$ cat src/rtl/lcd_ctrl.sv
// HD44780-style parallel LCD write controller.
// Runs the power-on init sequence, then writes one CPU byte at a time with fixed setup, EN, hold and execution timing.
module lcd_ctrl #(
  parameter int unsigned POWERUP_CYC = 750000,
  parameter int unsigned SETUP_CYC   = 4,
  parameter int unsigned EN_CYC      = 12,
  parameter int unsigned HOLD_CYC    = 4,
  parameter int unsigned CMD_CYC     = 2500,
  parameter int unsigned CLR_CYC     = 82000
) (
  input  logic       clk_i,
  input  logic       rst_i,
  input  logic       req_valid_i,
  input  logic       req_rs_i,
  input  logic [7:0] req_data_i,
  output logic       req_ready_o,
  output logic       init_done_o,
  output logic [7:0] lcd_data_o,
  output logic       lcd_rs_o,
  output logic       lcd_rw_o,
  output logic       lcd_en_o,
  output logic       lcd_on_o,
  output logic [2:0] dbg_state_o
);

  // Handshake: a byte transfers on every rising edge where req_valid_i and
  // req_ready_o are both 1. req_ready_o is registered and is only high in
  // IDLE after init; req_valid_i while req_ready_o is low is ignored.

  localparam int unsigned MAX_A   = (POWERUP_CYC > SETUP_CYC) ? POWERUP_CYC : SETUP_CYC;
  localparam int unsigned MAX_B   = (EN_CYC > HOLD_CYC) ? EN_CYC : HOLD_CYC;
  localparam int unsigned MAX_C   = (CMD_CYC > CLR_CYC) ? CMD_CYC : CLR_CYC;
  localparam int unsigned MAX_AB  = (MAX_A > MAX_B) ? MAX_A : MAX_B;
  localparam int unsigned MAX_CYC = (MAX_AB > MAX_C) ? MAX_AB : MAX_C;
  localparam int unsigned CW      = $clog2(MAX_CYC + 1);

  localparam logic [CW-1:0] PWR_LAST   = CW'(POWERUP_CYC - 1);
  localparam logic [CW-1:0] SETUP_LAST = CW'(SETUP_CYC - 1);
  localparam logic [CW-1:0] EN_LAST    = CW'(EN_CYC - 1);
  localparam logic [CW-1:0] HOLD_LAST  = CW'(HOLD_CYC - 1);
  localparam logic [CW-1:0] CMD_LAST   = CW'(CMD_CYC - 1);
  localparam logic [CW-1:0] CLR_LAST   = CW'(CLR_CYC - 1);
  localparam logic [CW-1:0] CNT_ONE    = CW'(1);

  typedef enum logic [2:0] {
    PWRUP     = 3'd0,
    INIT_LOAD = 3'd1,
    SETUP     = 3'd2,
    PULSE     = 3'd3,
    HOLD      = 3'd4,
    WAIT      = 3'd5,
    IDLE      = 3'd6
  } state_e;

  state_e        state_q, state_d;
  logic [CW-1:0] cnt_q, cnt_d;
  logic [1:0]    idx_q, idx_d;
  logic          done_q, done_d;
  logic          ready_q, ready_d;
  logic          en_q, en_d;
  logic          rs_q, rs_d;
  logic [7:0]    data_q, data_d;
  logic          on_q, on_d;
  logic [CW-1:0] wait_last;

  // Function set 8-bit/2-line, display on, clear, entry mode increment.
  function automatic logic [7:0] rom_byte(input logic [1:0] idx);
    case (idx)
      2'd0:    rom_byte = 8'h38;
      2'd1:    rom_byte = 8'h0C;
      2'd2:    rom_byte = 8'h01;
      default: rom_byte = 8'h06;
    endcase
  endfunction

  // Clear display and return home need the long execution wait.
  assign wait_last = (!rs_q && (data_q == 8'h01 || data_q == 8'h02)) ? CLR_LAST : CMD_LAST;

  always_comb begin
    state_d = state_q;
    cnt_d   = cnt_q + CNT_ONE;
    idx_d   = idx_q;
    done_d  = done_q;
    ready_d = ready_q;
    en_d    = en_q;
    rs_d    = rs_q;
    data_d  = data_q;
    on_d    = 1'b1;
    case (state_q)
      PWRUP: begin
        // INIT_LOAD is folded into this exit so it costs no cycle.
        if (cnt_q == PWR_LAST) begin
          state_d = SETUP;
          cnt_d   = '0;
          rs_d    = 1'b0;
          data_d  = rom_byte(idx_q);
        end
      end
      INIT_LOAD: begin
        state_d = SETUP;
        cnt_d   = '0;
        rs_d    = 1'b0;
        data_d  = rom_byte(idx_q);
      end
      SETUP: begin
        if (cnt_q == SETUP_LAST) begin
          state_d = PULSE;
          cnt_d   = '0;
          en_d    = 1'b1;
        end
      end
      PULSE: begin
        if (cnt_q == EN_LAST) begin
          state_d = HOLD;
          cnt_d   = '0;
          en_d    = 1'b0;
        end
      end
      HOLD: begin
        if (cnt_q == HOLD_LAST) begin
          state_d = WAIT;
          cnt_d   = '0;
        end
      end
      WAIT: begin
        if (cnt_q == wait_last) begin
          cnt_d = '0;
          if (!done_q && idx_q != 2'd3) begin
            idx_d   = idx_q + 2'd1;
            rs_d    = 1'b0;
            data_d  = rom_byte(idx_q + 2'd1);
            state_d = SETUP;
          end else begin
            done_d  = 1'b1;
            ready_d = 1'b1;
            state_d = IDLE;
          end
        end
      end
      IDLE: begin
        cnt_d = '0;
        if (ready_q && req_valid_i) begin
          rs_d    = req_rs_i;
          data_d  = req_data_i;
          ready_d = 1'b0;
          state_d = SETUP;
        end
      end
      default: begin
        state_d = PWRUP;
        cnt_d   = '0;
      end
    endcase
  end

  always_ff @(posedge clk_i) begin
    if (rst_i) begin
      state_q <= PWRUP;
      cnt_q   <= '0;
      idx_q   <= 2'd0;
      done_q  <= 1'b0;
      ready_q <= 1'b0;
      en_q    <= 1'b0;
      rs_q    <= 1'b0;
      data_q  <= 8'h00;
      on_q    <= 1'b0;
    end else begin
      state_q <= state_d;
      cnt_q   <= cnt_d;
      idx_q   <= idx_d;
      done_q  <= done_d;
      ready_q <= ready_d;
      en_q    <= en_d;
      rs_q    <= rs_d;
      data_q  <= data_d;
      on_q    <= on_d;
    end
  end

  assign req_ready_o = ready_q;
  assign init_done_o = done_q;
  assign lcd_data_o  = data_q;
  assign lcd_rs_o    = rs_q;
  assign lcd_rw_o    = 1'b0;
  assign lcd_en_o    = en_q;
  assign lcd_on_o    = on_q;
  assign dbg_state_o = state_q;

endmodule

$ cat config.mk
export PLATFORM = sky130hd
export DESIGN_NAME = lcd_ctrl
export DESIGN_NICKNAME = d
export VERILOG_FILES = /design/src/rtl/lcd_ctrl.sv
export SDC_FILE = /design/constraint.sdc
export NUM_CORES = 1
export LEC_CHECK = 0
export ABC_AREA = 1
export ABC_CLOCK_PERIOD_IN_PS = 4700
export CORE_ASPECT_RATIO = 1.5
export CORE_MARGIN = 2
export CORE_UTILIZATION = 40
export CTS_BUF_LIST = sky130_fd_sc_hd__clkbuf_4 sky130_fd_sc_hd__clkbuf_8
export CTS_CLUSTER_SIZE = 16
export DETAILED_ROUTE_END_ITERATION = 8
export PLACE_DENSITY = 0.58
export SLEW_MARGIN = 20
export SYNTH_ARGS = -nofsm -noshare
export SYNTH_HDL_FRONTEND = slang
export SYNTH_SLANG_ARGS = --single-unit
$ cat constraint.sdc
create_clock -name clk_i -period 4.7 [get_ports clk_i]
set_input_delay 0.94 -clock clk_i [delete_from_list [all_inputs] [get_ports clk_i]]
set_output_delay 0.94 -clock clk_i [all_outputs]
set_load 0.03 [all_outputs]
# == Word level (Yosys, flattened, before mapping) ==
# Index checks and enable logic that the tools add are counted.
# word_totals
latch_bits,0
wordCells,90
ram_bits,0
romBits,0
regBits,38
output_inout_bits,17
n_memories,0
# classes
div,0
bitwise_logic,1
magnitude_cmp,0
mux,34
n_mul,0
add_sub_neg,2
n_reduce_logical,19
eq_ne,25
shift,0
# op_table
cell,n
20-bit two-way mux,4
20-bit one-hot mux with 4 select lines,1
6-bit one-hot mux with 3 select lines,2
8-bit two-way mux,4
8-bit one-hot mux with 4 select lines,1
3-bit two-way mux,7
3-bit one-hot mux with 7 select lines,1
20-bit by 1-bit adder with 20-bit output (second input constant),1
20-bit by 17-bit equality test with 1-bit output,1
20-bit by 2-bit equality test with 1-bit output (second input constant),1
20-bit equality test (second input constant),1
20-bit by 4-bit equality test with 1-bit output (second input constant),1
2-bit != test (second input constant),9
17-bit two-way mux,1
1-bit two-way mux,10
3-bit equality test (second input constant),3
3-bit AND reduction,3
8-bit by 1-bit equality test with 1-bit output (second input constant),1
8-bit by 2-bit equality test with 1-bit output (second input constant),1
3-bit by 2-bit equality test with 1-bit output (second input constant),2
6-bit AND reduction,1
5-bit AND reduction,1
2-bit by 1-bit equality test with 1-bit output (second input constant),2
2-bit equality test (second input constant),2
14 further kinds,20

# == Depth between registers and ports, before layout ==
# Gate-level depths: netlist of run 1.
# logic_depth
ltp_word,7
mapped_depth,13
mapped_depth_nobuf,13

# == Worst setup path after synthesis of run 1 ==
# OpenSTA, ideal clock, no wires.
# synth_path
kind,register -> register
startpoint,reg cnt_q[0]
endpoint,reg cnt_q[14]
synth_period_minus_slack_ns,1.784
arrival_ns,1.666
setup_time_ns,0.119
path_stages_with_launch,14
path_buffers,1
required_ns,4.581
path_slack_ns,2.916
cell_sequence,dfxtp_1 ha_1 nand2_1 inv_1 nand2_1 nor2_1 nand2_1 a21oi_1 nand3_2 nand2_4 nand2_4 nand2_4 buf_12 nor2_2
# synth_between
elab_chain_len,3
word_cells_on_any_way,10
cone_classes,add/sub (1); eq/ne (4); mux (5)
# synth_rtl
element,line_no,text
start: declaration,56,"logic [CW-1:0] cnt_q, cnt_d;"
start signal: assignment,169,cnt_q <= cnt_d;
20-bit by 1-bit adder with 20-bit output (tied with other cells),81,cnt_d = cnt_q + CNT_ONE;
20-bit two-way mux (on tied branches),-,
20-bit one-hot mux with 4 select lines *,89,case (state_q)
# Mark *: on every way between the ends. The rest lies on a longest branch, timed or not.
# A chain may end at the register's enable or synchronous reset.

# == Final worst setup path of run 1 ==
# layout_path
startpoint,reg state_q[0] (netlist: dbg_state_o[0])
endpoint,out dbg_state_o[0]
# layout_rtl
element,line_no,text
start: declaration,55,"state_e state_q, state_d;"
start signal: assignment,168,state_q <= state_d;
end: declaration,23,output logic [2:0] dbg_state_o
# No word-level cell between the ends.

==> reports/results.txt, run 1 <==
The top cell types in the final layout, fill and taps aside, are 95 x sky130_fd_sc_hd__nand2_1, 65 x sky130_fd_sc_hd__nor2_1, 61 x sky130_fd_sc_hd__inv_1. The logs give 10,100 um for the wire length of the first global-routing pass and 0.0117 ns for the setup clock skew after layout. The count of cell types in the netlist is 35.

During synthesis, Yosys emitted a total of 0 warnings. Fraction of layout instances using a drive strength above 1: 0.0986. At the later pin of the worst-skew pair, clock insertion delay measures 0.30 ns. The path length in cells of the critical path is 1, and the overall die width is 68.9 um. The proportion of netlist area held by the largest area contributor came out at 0.301. Sum of negative setup slack: 0 ns. The number of H-tree levels came out at 2. The core region is 6130 um2. Entering global routing, the biggest net connects 18 pins.

TritonCTS built the clock tree. The first detailed-routing pass took 4 iterations. Based on the critical path, the design can be clocked at up to 413 MHz.

The cell family contributing the most delay on the critical path is buffers and inverters. Arrival time of data at the critical path endpoint: 1.48 ns. After synthesis the netlist holds a flip-flop and latch count of 38. The final core utilization was 0.477. The post-cts resize count is 0, and the share of the clock period used by the worst path after layout is 0.515. The number of buffers added on ports came out at 27.

The max-cap check violation count was 0; the final weighted congestion of routability-driven global placement was 0.873. The commonest register cell after synthesis is sky130_fd_sc_hd__dfxtp_1. The area added between synthesis and finish works out to 15.6%.

The run gives 29 as the number of top-level pins. Clock tree synthesis selected as its root buffer the cell sky130_fd_sc_hd__clkbuf_8. Clock tree synthesis inserted a total of 5 buffers. The critical path is of the register to primary output type.

The setup slack of the most critical reg-to-reg path was 2.46 ns. The area enclosed by the die boundary came out at 6990 um2. On the critical path, the stage with the largest delay is an instance of sky130_fd_sc_hd__clkdlybuf4s50_1. Ranked by total cell area, the synthesized netlist is headed by sky130_fd_sc_hd__dfxtp_1 30%, sky130_fd_sc_hd__nand2_1 14%, sky130_fd_sc_hd__nor2_1 9.6%.

In this run the mean area of a mapped cell was 6.52 um2. Counting I/O delays and the setup requirement, the final critical path takes 2.42 ns. The signal on the critical path passes through clkdlybuf4s50_1. Setup repair after global routing left no endpoint under its margin. The peak fanout along the critical path was 7. Share of flip-flops with an asynchronous set or reset after synthesis: 0.

After the first detailed-routing iteration, the DRC count stood at 88. In this run the static leakage power is 1.31 nW. In the routed layout, each cell is associated on average with a via count of 4.92.

The detailed router placed 2,411 vias in this run. For the worst flop-to-flop path, the logic depth is 12. The mapped netlist covers 2530 um2. The logs give 0 for the initial antenna violation count and 6150 um for the routed wire length. The number of nets handed over by synthesis was 408. In this run, synthesis inferred 0 flip-flops with an integrated enable. The flow ran to the end, and the final reports show no timing, DRC or antenna violations. The routed length per placed instance works out to 12.6 um. The run gives 0.196 as the combined global-route utilization of all metal layers. The largest area contributor in the netlist was sky130_fd_sc_hd__dfxtp_1. The count of clock tree sinks was 38; the worst hold path depth was 2.

From bottom edge to top edge, the die measures 101 um. The startpoint kind of the worst setup timing path is a register. For the number of buffers on the longest clock path, the log shows 2. In this run the power density over the cells is 524 nW/um2.

The logs give 0.412 for the initial standard-cell utilization of the core and 435 for the final-stage net count. STA classifies the critical path endpoint as a primary output. The share of synthesized area occupied by flip-flops and latches was 0.301. The tools report the count of final hold-check violations as 0.

The maximum vdd drop was 272 uV; the remaining number of nets flagged by the antenna check after routing was 0. The via count of the first global-routing pass was 2,252. The initialized floorplan defines 35 standard-cell rows.

The transition time at the pin with the least slew margin was 0.526 ns; the total grt overflow was 0. 0 antenna diodes ended up in the layout. The total buffers and inverters traversed by the critical path is 1, and the final max-slew violation count is 0. For this design, the CTS-stage hold fixing added 0 buffers. Setup violations remaining at the end of the flow were counted as 0. In the synthesized netlist, the number of instances is 388.

The classification of the worst-slack hold path was register to register. For this run, the slowest stage of the critical path takes 0.73 ns. The required time of the critical path is 3.76 ns, and the tightest slew margin relative to the limit is 0.649. The clock transition at the registers of the reported paths was 0.07 ns; the detailed-route DRC error count was 0.

The wire-length estimate of the detail-placed layout is 4940 um. The post-CTS setup buffer count was 0. The most frequent standard cell in the layout excluding fill and tap cells was sky130_fd_sc_hd__nand2_1.
## worst paths after layout
check | startpoint | end
min reg2reg | init_done_o | init_done_o
max reg2reg | cnt_q[0] | cnt_q[15]
min | init_done_o | init_done_o
max | dbg_state_o[0] | dbg_state_o[0]
## logic make-up after synthesis
kind of cell	synth area share
simple gates	0.443
flops	0.301
fa+ha+maj	0.0396
compound gates	0.0678
other cells	0.00148
xor+xnor	0.0277
buf+inv	0.120
## cells in the mapped netlist (5+ instances only)
cell	number
sky130_fd_sc_hd__nand2_1	95
sky130_fd_sc_hd__nor2_1	65
sky130_fd_sc_hd__inv_1	61
sky130_fd_sc_hd__dfxtp_1	38
sky130_fd_sc_hd__nand4_1	24
sky130_fd_sc_hd__nand3_1	17
sky130_fd_sc_hd__nor2_2	12
sky130_fd_sc_hd__nor3_1	11
sky130_fd_sc_hd__ha_1	8
sky130_fd_sc_hd__a21oi_1	7
sky130_fd_sc_hd__o21ai_0	7
sky130_fd_sc_hd__xor2_1	5
## per-stage QoR
step / cell area (um2) / setup slack (ns) / std cells / hold WS (ns) / power, mW
floorplan: 2530 / 2.92 / 388 / 0.462 / 1.10
global placement: 2830 / 2.39 / 482 / 0.495 / 1.30
detailed placement: 2830 / 2.35 / 482 / 0.495 / 1.30
CTS: 2920 / 2.26 / 490 / 0.511 / 1.55
global route: 2920 / 2.22 / 490 / 0.544 / 1.67
finish: 2920 / 2.28 / 490 / 0.508 / 1.53
## cell type report
cell class	count	area [um2]
fill	686	3210
multi-input combinational	279	1470
sequential	38	761
timing repair buffer	27	270
inverter	64	240
tap	74	92.6
clock buffer	7	90.1
clock inverter	1	5.00
## state kept, by name, summed over array words and instances (netlist names)
signal / flops
lcd_en_o: 1
lcd_data_o: 8
lcd_rs_o: 1
lcd_on_o: 1
req_ready_o: 1
idx_q: 2
init_done_o: 1
cnt_q: 20
dbg_state_o: 3
## per-layer routing
metal	track usage	wire, um
met4	0.104	211
met5	0	0
met1	0.208	2460
met2	0.355	3370
met3	0.0311	113
## power breakdown
group	switching [mW]	leakage (nW)	internal (mW)
combinational	0.551	0.952	0.296
sequential	0.0563	0.309	0.383
clock	0.120	0.0517	0.124
Power figures use the tool's default switching activity.
==> inputs of run 2 (changes only) <==
Settings changed: ABC_CLOCK_PERIOD_IN_PS 4700 to 2500.
Clock period 4.7 ns to 2.5 ns, I/O delays scaled along.
==> run 2 against run 1 <==
Against the previous run:
- register-to-register slack got worse by 2.1 ns
- via count grew 0.25%
- sequential share of layout area stayed put
- critical endpoint is now cnt_q[15]
- largest power group unchanged
==> reports/results.txt, run 2 (synthesis gave the netlist of run 1 again) <==
The run finished with clean final reports. The register with the most flip-flops in the final layout is cnt_q. The overall die width works out to 68.9 um. The number of fillers in the final layout came out at 632. After detailed routing, the met3 layer carries 153 um of wire. The run gives 0 as the total grt overflow.

The tools report the initial antenna violation count as 0. Clock latency on the worst-skew pair, taken at its later pin, is 0.29 ns. The number of setup buffers added after CTS is 0. The top cell types in the final layout, fill and taps aside, are 95 x sky130_fd_sc_hd__nand2_1, 65 x sky130_fd_sc_hd__nor2_1, 61 x sky130_fd_sc_hd__inv_1. The number of buffers added on ports was 27.

Wire segments on met2 add up to 3330 um in the final route. For the wire length of the first global-routing pass, the log shows 10,300 um. The startpoint kind of the worst setup timing path is a register. The HPWL reported at the end of detailed placement came out at 4990 um.

In this run the core area contains 35 standard-cell rows. The cts-stage hold buffer count is 0. The fraction of layout instances using a drive strength above 1 works out to 0.0986. STA classifies the critical path endpoint as a register. The core region is 6130 um2. After layout, the minimum clock period comes to 2.14 ns.

At the pin with the least slew margin, the transition time is 0.537 ns. For this design the ratio of total power to cell area is 980 nW/um2. After detailed routing, the number of remaining DRC violations is 0. 0 antenna diodes ended up in the layout. Gates resized during post-CTS repair numbered 0. In this run, the number of DRC markers left after iteration 0 of detailed routing was 121.

In this run the top signal layer used is met4. Along the worst path, the maximum fanout reaches 16. Dividing the detail-routed via count by the number of cells gives 4.93. Number of top-level pins: 29.

The routed length per placed instance was 12.7 um; the share of the clock period used by the worst path after layout was 0.857. The analysis attributes to cell leakage a power of 1.31 nW. For the maximum clock frequency, the log shows 467 MHz. The worst setup path is of the register to register kind. The number of iterations in the first detailed-routing pass was 4.

The tools report the final max-slew violation count as 0. Root buffer cell: sky130_fd_sc_hd__clkbuf_8. The maximum vdd drop was 564 uV. The detailed router placed 2,417 vias in this run.

The number of buffers inserted during clock tree synthesis was 5. The tightest hold path in the finished design has a slack of 0.512 ns. After routing, the total negative slack on setup checks comes to 0 ns.

The count of final hold-check violations was 0; the max-cap check violation count was 0. The area growth from synthesis to layout is 15.6%. The worst hold path depth came out at 1.

Entering global routing, the biggest net connects 18 pins. The via count of the first global-routing pass was 2,285. The final-stage net count is 435, and the count of clock tree sinks is 38.

The logs give 0.641 for the tightest slew margin relative to the limit and 0 for the number of failing setup endpoints in the final timing report. The setup clock skew after layout was 0.0122 ns; the flip-flop count of the largest register after layout was 20. Counting along the longest clock path gives a buffer depth of 2.

The run gives 0.904 as the final weighted congestion of routability-driven global placement. After clock tree synthesis, the clock-pin slew on the worst setup and hold paths is 0.08 ns. The classification of the worst-slack hold path was register to register. The logs give 0.412 for the initial standard-cell utilization of the core and 2 for the number of H-tree levels.

In this run the vertical extent of the chip is 101 um. In the final routing, the length of wire on met1 measures 2470 um. Leaving out fill and tap cells, the most frequent cell in the layout is sky130_fd_sc_hd__nand2_1. The tools report the remaining number of nets flagged by the antenna check after routing as 0. Setup repair after global routing left no endpoint under its margin.

The run gives 6990 um2 as the area enclosed by the die boundary. After detailed routing, the total wire length is 6210 um. The required time of the critical path came out at 2.67 ns. The arrival time of data at the critical path endpoint was 2.31 ns. The combined global-route utilization of all metal layers is 0.197, and the count of cells along the worst register-to-register path is 12. TritonCTS built the clock tree.
## run 2: layout make-up
class                           count  area [um2]  area share
Multi-Input combinational cell    279        1470       0.501
Inverter                           64         240      0.0822
Tap cell                           74        92.6      0.0317
Clock buffer                        7        90.1      0.0308
Clock inverter                      1        5.00     0.00171
Sequential cell                    38         761       0.260
Timing Repair Buffer               27         270      0.0924
## run 2: power by group
part | switching (mW) | internal (mW)
Sequential | 0.0968 | 0.721
Combinational | 1.04 | 0.556
Clock | 0.223 | 0.234
Total | 1.36 | 1.51
## run 2: final timing paths
check,startpoint,end,slack (ns)
min,cnt_q[0],cnt_q[0],0.51
max,cnt_q[0],cnt_q[15],0.36
max reg2reg,cnt_q[0],cnt_q[15],0.36
min reg2reg,cnt_q[0],cnt_q[0],0.51
## run 2: critical path, cell delays in order, from the launching register on
cell and delay, ns:
sky130_fd_sc_hd__dfxtp_1 0.44, sky130_fd_sc_hd__ha_1 0.32, sky130_fd_sc_hd__nand2_1 0.08, sky130_fd_sc_hd__inv_1 0.05, sky130_fd_sc_hd__nand2_1 0.05, sky130_fd_sc_hd__nor2_1 0.10, sky130_fd_sc_hd__nand2_1 0.06, sky130_fd_sc_hd__a21oi_1 0.15
sky130_fd_sc_hd__nand3_2 0.14, sky130_fd_sc_hd__nand2_4 0.21, sky130_fd_sc_hd__nand2_4 0.12, sky130_fd_sc_hd__nand2_4 0.21, sky130_fd_sc_hd__nor2_1 0.08
## run 2: metal layers
metal / global-route usage / vias up
li1: - / 1273
met1: 0.209 / 1084
met5: 0 / -
met3: 0.0344 / 19
met4: 0.101 / 0
met2: 0.357 / 41
## run 2: stage by stage
step / setup WS [ns] / utilization / area (um2) / std cells / power [mW]
6_report: 0.358 / 0.477 / 2920 / 490 / 2.87
5_1_grt: 0.124 / 0.477 / 2920 / 490 / 3.13
4_1_cts: 0.349 / 0.477 / 2920 / 490 / 2.91
3_5_place_dp: 0.388 / 0.461 / 2830 / 482 / 2.44
3_3_place_gp: 0.455 / 0.461 / 2830 / 482 / 2.43
2_1_floorplan: 0.716 / - / 2530 / 388 / 2.07
==> edit, RTL diff (settings of run 2) <==
Take the reset off `data_q` and load it in a clocked block of its own.
--- a/src/rtl/lcd_ctrl.sv
+++ b/src/rtl/lcd_ctrl.sv
@@ -164,3 +164,2 @@
       rs_q    <= 1'b0;
-      data_q  <= 8'h00;
       on_q    <= 1'b0;
@@ -174,5 +173,8 @@
       rs_q    <= rs_d;
-      data_q  <= data_d;
       on_q    <= on_d;
     end
+  end
+
+  always_ff @(posedge clk_i) begin
+    data_q <= data_d;
   end
Function: no difference found for any inputs over 10 cycles, from zero or initial values and one cycle with rst_i high; that may be too few to reach the edited logic, so the function may still have changed.
==> edit against run 2 <==
- sequential cell count unchanged
- total power decreased by 15%
- clock power decreased by 3%
- critical endpoint is now lcd_data_o[0]
- design area decreased by 8.3%
- setup slack improved by 0.11 ns
- wire length decreased by 14%
- area after synthesis decreased by 11%
- utilization increased by 1.5 points
==> edit: results (changes against run 2) <==
grt:
  track_usage_pct: 18.46  # -1.2 points
  grt_pass1_wl_um: 8852  # -14%
  grt_max_degree: 18  # unchanged
  grt_pass1_vias: 2011  # -12%
  globalRouteOverflowTotal: 0  # unchanged
  grt_antenna_before_repair: 0  # unchanged
timing:
  skew_ns: 0.001972  # -0.01025 ns
synthesis:
  ys_top_cells_by_area: "dfxtp_1 27%, nand2_1 13%, edfxtp_1 11%"
  async_flop_share_pct: 0  # unchanged
  ys_seq_area_share_pct: 37.35  # +7.3 points
  synthMuxAreaShare_pct: 0  # unchanged
  synth-adder-area-share_pct: 4.447  # +0.49 points
  synth_edf_count: 8  # +8
  synth_common_cells: "79 x nand2_1, 56 x nor2_1, 42 x inv_1"
  synth.distinct_cells: 34  # -2.9%
  synth_xor_area_share_pct: 3.891  # +1.1 points
  synth_compound_area_share_pct: 5.170  # -1.6 points
  yosysWarnings: 0  # unchanged
  synth.net_count: 348  # -15%
pwr:
  power_leakage_nw: 1.146  # -13%
  ir_worst_vdd_mv: 0.5847  # +3.7%
  switching_share_pct: 43.64  # -3.7 points
clock_network:
  clk_path_buf_depth: 2  # unchanged
  post_cts_buffers: 0  # unchanged
  insertion_delay_ns: 0.29  # about the same
  path_clk_slew_ns: 0.07
  cts.htree.levels: 2  # unchanged
  cts-root-buf: "clkbuf_8"
  cts_buffers: 5  # unchanged
  cts_resized: 0  # unchanged
critical_path:
  cp.arrival_ns: 2.00  # -0.31 ns
  critPathMaxFanout: 8  # -8
finish:
  nNetsFinal: 380  # -13%
  antennaDiodeCount: 0  # unchanged
  drive_above_1_share_pct: 8.864  # -0.99 points
  regMostFlops: "cnt_q"
  largest_register_ffs: 20  # unchanged
run_status:
  status: "completed"
placed_design:
  hpwlAfterDp_um: 4207  # -16%
  gp_congestion: 0.9349  # +3.5%
  numPortBuffers: 27  # unchanged
drt:
  drtIter0Drc: 121  # unchanged
  routedWlPerCell_um: 12.35  # -2.6%
  via_per_inst: 4.814  # -2.4%
  dr.pass1.iters: 4  # unchanged
hold_path:
  hp-class: "reg -> reg"
## edit: cell type report
| cell class | count | area (sq um) |
|---|---|---|
| clock buffers | 8 | 91.34 |
| fillers | 590 | 2768 |
| inverters | 47 | 176.4 |
| multi-input cells | 239 | 1201 |
| flip-flops and latches | 38 | 840.8 |
| well taps | 70 | 87.58 |
| repair buffers | 29 | 285.3 |
## edit: cells by family after synthesis
group / count (synthesis)
buf+inv: 51
flops: 38
other cells: 1
xor+xnor: 10
compound gates: 20
simple gates: 200
fa+ha+maj: 8
## edit: path summary, 6_finish.rpt
path	slack (ns)	end	start	depth (start not counted)
worst max register to register	0.47	lcd_data_o[0]	cnt_q[0]	10
worst min-delay path	0.47	lcd_en_o	lcd_en_o	2
worst min register to register	0.47	lcd_en_o	lcd_en_o	2
worst max-delay path	0.47	lcd_data_o[0]	cnt_q[0]	10
## edit: layer usage
layer | global-route usage, % | up-vias | wire [um]
met5 | 0 | - | 0
met4 | 9.549 | 0 | 181
met3 | 3.509 | 16 | 167
met2 | 34.52 | 38 | 2803
met1 | 19.27 | 925 | 2172
li1 | - | 1096 | -
## edit: through the flow
step                worst slack [ns]  utilization, %  total power [mW]  area [sq um]  std cells
finish                        0.4662           49.22             2.447          2683        431
global route                  0.2254           49.22             2.641          2683        431
CTS                           0.4441           49.22             2.477          2683        431
detailed placement            0.4533           47.54             2.026          2591        423
global placement              0.4998           47.54             2.020          2591        423
floorplan                     0.6569               -             1.700          2251        328
## edit: critical path, cell delays in order (launching register included)
cell and delay, ns:
dfxtp_1 0.39, ha_1 0.27, nand2_1 0.08, nand3b_1 0.15
nor2_1 0.11, nand2_1 0.06, inv_1 0.06, nand2_1 0.07
nand2_2 0.13, nand3_1 0.11, inv_1 0.27
## edit: power groups by stage
stage,Combinational [mW],Sequential [mW],Clock (mW)
CTS,1.15,0.863,0.463
floorplan,0.675,1.02,0
finish,1.14,0.863,0.445
detailed placement,1.15,0.876,0
global route,1.27,0.873,0.493
global placement,1.15,0.873,0
